### src/rtl/dac_update_arbiter.sv
// Captures six setpoint updates into shadow registers and feeds them, one at a time in
// round-robin order, to a shared DAC write engine over a req/ack/done handshake.
module dac_update_arbiter #(
  parameter int unsigned DW             = 16,
  parameter int unsigned TIMEOUT_CYCLES = 4096
) (
  input  logic            clk,
  input  logic            rstn,
  input  logic [5:0]      upd_strobe,
  input  logic [6*DW-1:0] upd_data,
  output logic            dac_req,
  output logic [2:0]      dac_channel,
  output logic [DW-1:0]   dac_data,
  input  logic            dac_ack,
  input  logic            dac_done,
  output logic [5:0]      pending,
  output logic            busy,
  output logic [5:0]      err_overrun,
  output logic            err_timeout,
  input  logic            err_clr
);

  localparam int unsigned NumCh = 6;
  localparam int unsigned CntW  = (TIMEOUT_CYCLES > 2) ? $clog2(TIMEOUT_CYCLES) : 1;
  localparam logic [CntW-1:0] CntLast = CntW'(TIMEOUT_CYCLES - 1);

  typedef enum logic [1:0] {StIdle, StIssue, StWait} state_e;

  state_e          state;
  logic [DW-1:0]   shadow [NumCh];
  logic [2:0]      rr_ptr;
  logic [CntW-1:0] cnt;

  logic            sel_valid;
  logic [2:0]      sel_idx;
  logic [DW-1:0]   sel_data;
  logic [3:0]      cand;
  logic            grant;
  logic            timeout_hit;
  logic [5:0]      pending_d;
  logic [5:0]      ovr_set;

  assign busy = (state != StIdle);

  // First pending channel strictly after the last granted one, wrapping modulo NumCh.
  always_comb begin
    sel_valid = 1'b0;
    sel_idx   = 3'd0;
    cand      = 4'd0;
    for (int k = 1; k <= NumCh; k++) begin
      cand = {1'b0, rr_ptr} + 4'(k);
      if (cand >= 4'(NumCh)) cand = cand - 4'(NumCh);
      if (!sel_valid && pending[cand[2:0]]) begin
        sel_valid = 1'b1;
        sel_idx   = cand[2:0];
      end
    end
  end

  always_comb begin
    sel_data = '0;
    for (int i = 0; i < NumCh; i++) begin
      if (sel_idx == 3'(i)) sel_data = shadow[i];
    end
  end

  assign grant       = (state == StIdle) && sel_valid;
  assign timeout_hit = (state != StIdle) && (cnt == CntLast) &&
                       !((state == StWait) && dac_done);

  // A grant clears pending; a same-cycle strobe re-arms it without counting as an overrun.
  always_comb begin
    pending_d = pending;
    ovr_set   = '0;
    for (int i = 0; i < NumCh; i++) begin
      if (grant && (sel_idx == 3'(i))) pending_d[i] = 1'b0;
      if (timeout_hit && (dac_channel == 3'(i))) pending_d[i] = 1'b1;
      if (upd_strobe[i]) begin
        pending_d[i] = 1'b1;
        if (pending[i] && !(grant && (sel_idx == 3'(i)))) ovr_set[i] = 1'b1;
      end
    end
  end

  always_ff @(posedge clk) begin
    if (!rstn) begin
      state       <= StIdle;
      for (int i = 0; i < NumCh; i++) shadow[i] <= '0;
      pending     <= '0;
      rr_ptr      <= 3'd5;
      dac_req     <= 1'b0;
      dac_channel <= 3'd0;
      dac_data    <= '0;
      cnt         <= '0;
      err_overrun <= '0;
      err_timeout <= 1'b0;
    end else begin
      pending     <= pending_d;
      err_overrun <= (err_clr ? 6'b0 : err_overrun) | ovr_set;
      err_timeout <= (err_timeout & ~err_clr) | timeout_hit;
      for (int i = 0; i < NumCh; i++) begin
        if (upd_strobe[i]) shadow[i] <= upd_data[i*DW +: DW];
      end

      case (state)
        StIdle: begin
          if (grant) begin
            dac_channel <= sel_idx;
            dac_data    <= sel_data;
            rr_ptr      <= sel_idx;
            dac_req     <= 1'b1;
            cnt         <= '0;
            state       <= StIssue;
          end
        end
        StIssue: begin
          if (timeout_hit) begin
            dac_req <= 1'b0;
            state   <= StIdle;
          end else begin
            cnt <= cnt + 1'b1;
            if (dac_ack) begin
              dac_req <= 1'b0;
              state   <= StWait;
            end
          end
        end
        StWait: begin
          if (dac_done) begin
            state <= StIdle;
          end else if (timeout_hit) begin
            dac_req <= 1'b0;
            state   <= StIdle;
          end else begin
            cnt <= cnt + 1'b1;
          end
        end
        default: begin
          dac_req <= 1'b0;
          state   <= StIdle;
        end
      endcase
    end
  end

endmodule
### config.mk
export PLATFORM = sky130hd
export DESIGN_NAME = dac_update_arbiter
export DESIGN_NICKNAME = d
export VERILOG_FILES = /design/src/rtl/dac_update_arbiter.sv
export SDC_FILE = /design/constraint.sdc
export NUM_CORES = 1
export LEC_CHECK = 0
export CAP_MARGIN = 30
export CORE_UTILIZATION = 52
export CTS_CLUSTER_DIAMETER = 30
export DETAILED_ROUTE_END_ITERATION = 6
export PLACE_DENSITY = 0.8
export SLEW_MARGIN = 20
export SYNTH_ARGS = -nofsm -noshare
export SYNTH_HDL_FRONTEND = slang
export SYNTH_SLANG_ARGS = --single-unit
### constraint.sdc
create_clock -name clk -period 10.15 [get_ports clk]
set_input_delay 1.015 -clock clk [delete_from_list [all_inputs] [get_ports clk]]
set_output_delay 1.015 -clock clk [all_outputs]
set_load 0.02 [all_outputs]
# Word level (Yosys, flattened, before mapping)
# Memory sizes are Yosys's and may differ from the RTL's.
# Cells that the tools add are included.
dict set report totals {
  reg_bits 50
  mem_bits_rw 96
  input_bits 107
  out_inout_bits 34
  elab_cells 230
  n_memories 1
}
dict set report classes {
  n_addsub 13
  n_lt_le_gt_ge 12
  n_eq_ne 18
  mux 108
  n_bitwise 10
  reduce_logical 54
}
# name words word_bits rd rd_clocked_by_memory_dff wr line
set mem_list {}
lappend mem_list {shadow 6 16 6 0 6 30} ;# logic [DW-1:0] shadow [NumCh];
# op n
set ops {}
lappend ops {{2-to-1 mux 16 bit} 12}
lappend ops {{2-to-1 mux 1 bit} 66}
lappend ops {{2-to-1 mux 12 bit} 3}
lappend ops {{2-to-1 mux 3 bit} 12}
lappend ops {{case mux 12 bit (3 select lines)} 1}
lappend ops {{logical AND 1 bit} 27}
lappend ops {{>= comparator 4 x 3 -> 1 bit, second input constant} 6}
lappend ops {{less-than comparator 3 x 4 -> 1 bit, second input constant} 6}
lappend ops {{nonzero test 3 bit} 7}
lappend ops {{binary-select mux 1 bit (select 3 bit)} 6}
lappend ops {{subtractor 3 bit, second input constant} 6}
lappend ops {{adder 12 x 1 -> 12 bit, second input constant} 1}
lappend ops {{adder 3 x 3 -> 4 bit, second input constant} 3}
lappend ops {{equality test 12 bit, second input constant} 1}
lappend ops {{equality test 3 x 2 -> 1 bit, second input constant} 4}
lappend ops {{equality test 3 bit, second input constant} 4}
lappend ops {{logical NOT 1 bit} 12}
lappend ops {{2-to-1 mux 2 bit} 5}
lappend ops {{adder 3 x 2 -> 4 bit, second input constant} 2}
lappend ops {{bitwise OR 1 bit} 7}
lappend ops {{equality test 3 x 1 -> 1 bit, second input constant} 2}
lappend ops {{logical NOT 3 bit} 2}
lappend ops {{2-to-1 mux 6 bit} 1}
lappend ops {{inequality test 2 bit, second input constant} 3}
lappend ops {{14 further kinds} 16}

# Logic depth before layout (Yosys ltp)
dict set report depth {
  depth_word 28
  mapped_depth 16
  ltp_nobuf 11
}

# Worst setup path after synthesis
# OpenSTA, ideal clock, no wires.
dict set report synth_timing {
  kind {reg2reg}
  startpoint {register dac_channel[1] (netlist name)}
  endpoint {register dac_data[10]}
  setup_ns 0.124
  arrival_time_ns 3.465
  required_time_ns 10.026
  setup_slack_ns 6.561
  stages_incl_launch_ff 15
  n_path_buf 3
  period_less_slack_ns 3.589
  path_cell_list {dfxtp_1 -> clkbuf_1 -> inv_1 -> ha_1 -> buf_6 -> a211oi_1 -> xnor2_1 -> mux2i_1 -> nand2_1 -> or4b_4 -> o21ai_4 -> nor4_4 -> buf_6 -> a32oi_1 -> nand3_1}
}
# item line
set synth_lines {}
lappend synth_lines {{end signal: assignment} 109} ;# dac_data <= sel_data;
lappend synth_lines {{end: declaration} 13} ;# output logic [DW-1:0] dac_data,

==> flow_metrics.env <==
export IMPL_use_met3_pct=5.87
export IMPL_num_vias=5845
export IMPL_numCtsBuffers=17
export IMPL_hold_worst_slack_ps=464
export IMPL_fin_crit_ps=4880
export IMPL_synth_top_area_share_pct=39.1
export IMPL_yosysWarnings=0
export IMPL_synth_top_family_by_area="simple AND/OR/NAND/NOR gates"
export IMPL_die_h_um=121
export IMPL_synthMuxAreaShare_pct=6.38
export IMPL_htreeDepth=4
export IMPL_syn_cell_area_um2=7370
export IMPL_finClkSkew_ps=15.8
export IMPL_tritoncts="yes"
export IMPL_status="complete, no violations"
export IMPL_cts_hold_buf=0
export IMPL_drtIter0Drc=691
export IMPL_drv_slew=0
export IMPL_synth_main_ff_cell="edfxtp_1"
export IMPL_via_per_inst=6.07
export IMPL_grt_busiest_layer="met2"
export IMPL_cts_resized=0
export IMPL_synth_xor_area_share_pct=2.36
export IMPL_met1_usage_pct=38.8
export IMPL_start_util_pct=53.1
export IMPL_io_buffers=140
export IMPL_boundaryPins=141
export IMPL_dp_cells=930
export IMPL_cp_arrival_ps=5180
export IMPL_nFillCells=1004
export IMPL_setup_slack_ps=5270
export IMPL_synthAdderAreaFrac_pct=2.72
export IMPL_grt_pass1_vias=5524
export IMPL_placed_cell_area_um2=8770
export IMPL_clockBufferDepth=2
export IMPL_route_detailed_drc=0
export IMPL_antenna_left=0
export IMPL_syn_inst=650
export IMPL_overflow=0
export IMPL_cts_sinks=145
export IMPL_drive_above_1_share_pct=8.43
export IMPL_tightest_slew_ps=845
export IMPL_power_density_nw_per_um2=312
export IMPL_setup_viol=0
export IMPL_area_growth_pct=27.4
export IMPL_nets=893
export IMPL_yosys_top_cells_area="edfxtp_1 39%, dfxtp_1 13%, and3_1 8.8%, mux2i_1 5.4%, nand3_1 2.9%"
export IMPL_synth_compound_area_share_pct=12.0
export IMPL_grt_pass1_wl_mm=29.8
export IMPL_antenna_cells=0
export IMPL_max_freq_mhz=205
export IMPL_clk_pin_slew_worst_paths_ps=60
export IMPL_wl_per_cell_um=19.8
export IMPL_p_total_mw=2.93
export IMPL_r2r_slack_ps=5270
export IMPL_dr_pass1_iters=5
export IMPL_p_leak_nw=3.90
export IMPL_stdcell_count=963
export IMPL_postCtsSetupBuffers=0
export IMPL_final_period_utilization_pct=48.1
export IMPL_rows=43
export IMPL_ir_worst_vdd_mv=0.352
export IMPL_crit_path_start_kind="flop"
export IMPL_hold_path_class="reg -> reg"
export IMPL_synthDistinctLibCells=71
export IMPL_die_w_um=121
export IMPL_synth_async_reset_ratio_pct=0
export IMPL_drv_cap=0
export IMPL_path_class="reg -> reg"
export IMPL_place_ws_ps=5260
export IMPL_cts_root_buffer="clkbuf_16"
export IMPL_core_area_um2=13900
export IMPL_synth_fp_nets=773
export IMPL_synth_area_per_cell_um2=11.3
export IMPL_critical_path_required_ps=10450
export IMPL_antenna_found_initial=0
export IMPL_slew_headroom_pct=43.6
export IMPL_rsz0062_at_grt="false"
export IMPL_design_area_um2=9390
export IMPL_routed_wirelength_mm=19.1
export IMPL_dp_hpwl_mm=13.3
export IMPL_synth_simple_gate_area_share_pct=19.9
export IMPL_crit_path_end_kind="flop"
export IMPL_synth_edf_count=96
export IMPL_final_cell_mix="139 x clkdlybuf4s50_1, 104 x and3_1, 96 x edfxtp_1"
export IMPL_ys_seq_area_share_pct=52.4
export IMPL_ys_seq_elements=145
export IMPL_yosysTopAreaCell="edfxtp_1"
export IMPL_final_util_pct=67.6
export IMPL_hold_viol_final=0
export IMPL_grt_max_degree=81
export IMPL_final_common_cell="clkdlybuf4s50_1"
export IMPL_grtUsageMet2_pct=39.6
export IMPL_critPathMaxFanout=52
export IMPL_setup_tns_ps=0
export IMPL_grt_usage_pct=26.9
export IMPL_fp_dieArea_um2=14700
export IMPL_clkLatencyLatePin_ps=430
export IMPL_place_gp_congestion=0.930
report_power, final:
group | total (mW) | internal, mW | leakage (nW) | switching, mW
sequential | 0.772 | 0.711 | 1.43 | 0.0616
combinational | 1.52 | 0.591 | 2.18 | 0.929
clock | 0.641 | 0.389 | 0.288 | 0.253
total | 2.93 | 1.69 | 3.90 | 1.24
cells in the mapped netlist (4+ instances only):
| library cell | instances |
|---|---|
| a211oi_1 | 7 |
| a21oi_1 | 24 |
| a31o_2 | 4 |
| a31oi_1 | 4 |
| a32oi_1 | 16 |
| and3_1 | 104 |
| buf_2 | 4 |
| buf_4 | 4 |
| buf_6 | 10 |
| clkbuf_1 | 26 |
| dfxtp_1 | 49 |
| edfxtp_1 | 96 |
| ha_1 | 16 |
| inv_1 | 13 |
| mux2i_1 | 40 |
| nand2_1 | 23 |
| nand2b_1 | 12 |
| nand3_1 | 43 |
| nand4_1 | 9 |
| nor2_1 | 30 |
| nor2b_1 | 4 |
| nor3_1 | 5 |
| o21ai_0 | 10 |
| o22a_1 | 16 |
| xnor2_1 | 5 |
| xor2_1 | 13 |
cell type report:
type                       count  area (um2)  share of cell area (%)
clock buffer                  17         425                    4.53
clock inverter                15         184                    1.96
inverter                      14        52.6                   0.560
multi-input combinational    447        3200                    34.1
sequential                   145        3860                    41.1
tap                          180         225                    2.40
timing repair buffer         145        1440                    15.3
critical path, stage by stage (launching register included):
cell      delay [ps]
dfxtp_1          710
inv_1            380
ha_1             810
and4_1           300
o22ai_1          130
or4_4            580
nand3_2          140
a2111o_1         160
and4_2           220
buf_4            580
mux2i_1          400
o22a_1           210
nand3_1           80
state kept, by name, summed over array words and instances (netlist names):
register and cells:
shadow 96, dac_data 16, cnt 12, err_overrun 6, pending 6, dac_channel 3, rr_ptr 2, state 2
dac_req 1, err_timeout 1
cells by family after synthesis:
group           count (synthesis)
mux                            45
compound gates                114
fa+ha+maj                      16
buf+inv                        58
flops                         145
xor+xnor                       19
simple gates                  253
metal layers:
| metal | part of all wire (%) | vias up | routed length, um |
|---|---|---|---|
| met3 | 8.0 | 23 | 1530 |
| li1 | - | 2716 | - |
| met4 | 1.6 | 0 | 310 |
| met1 | 45 | 2812 | 8620 |
| met2 | 45 | 294 | 8600 |
| met5 | 0 | - | 0 |
worst paths after layout:
kind              cells after the start           start            to
hold / removal                        2   shadow[5][15]  dac_data[15]
setup reg to reg                     12  dac_channel[1]  dac_data[13]
hold reg to reg                       2   shadow[5][15]  dac_data[15]
setup / recovery                     12  dac_channel[1]  dac_data[13]
Power figures use the tool's default switching activity.
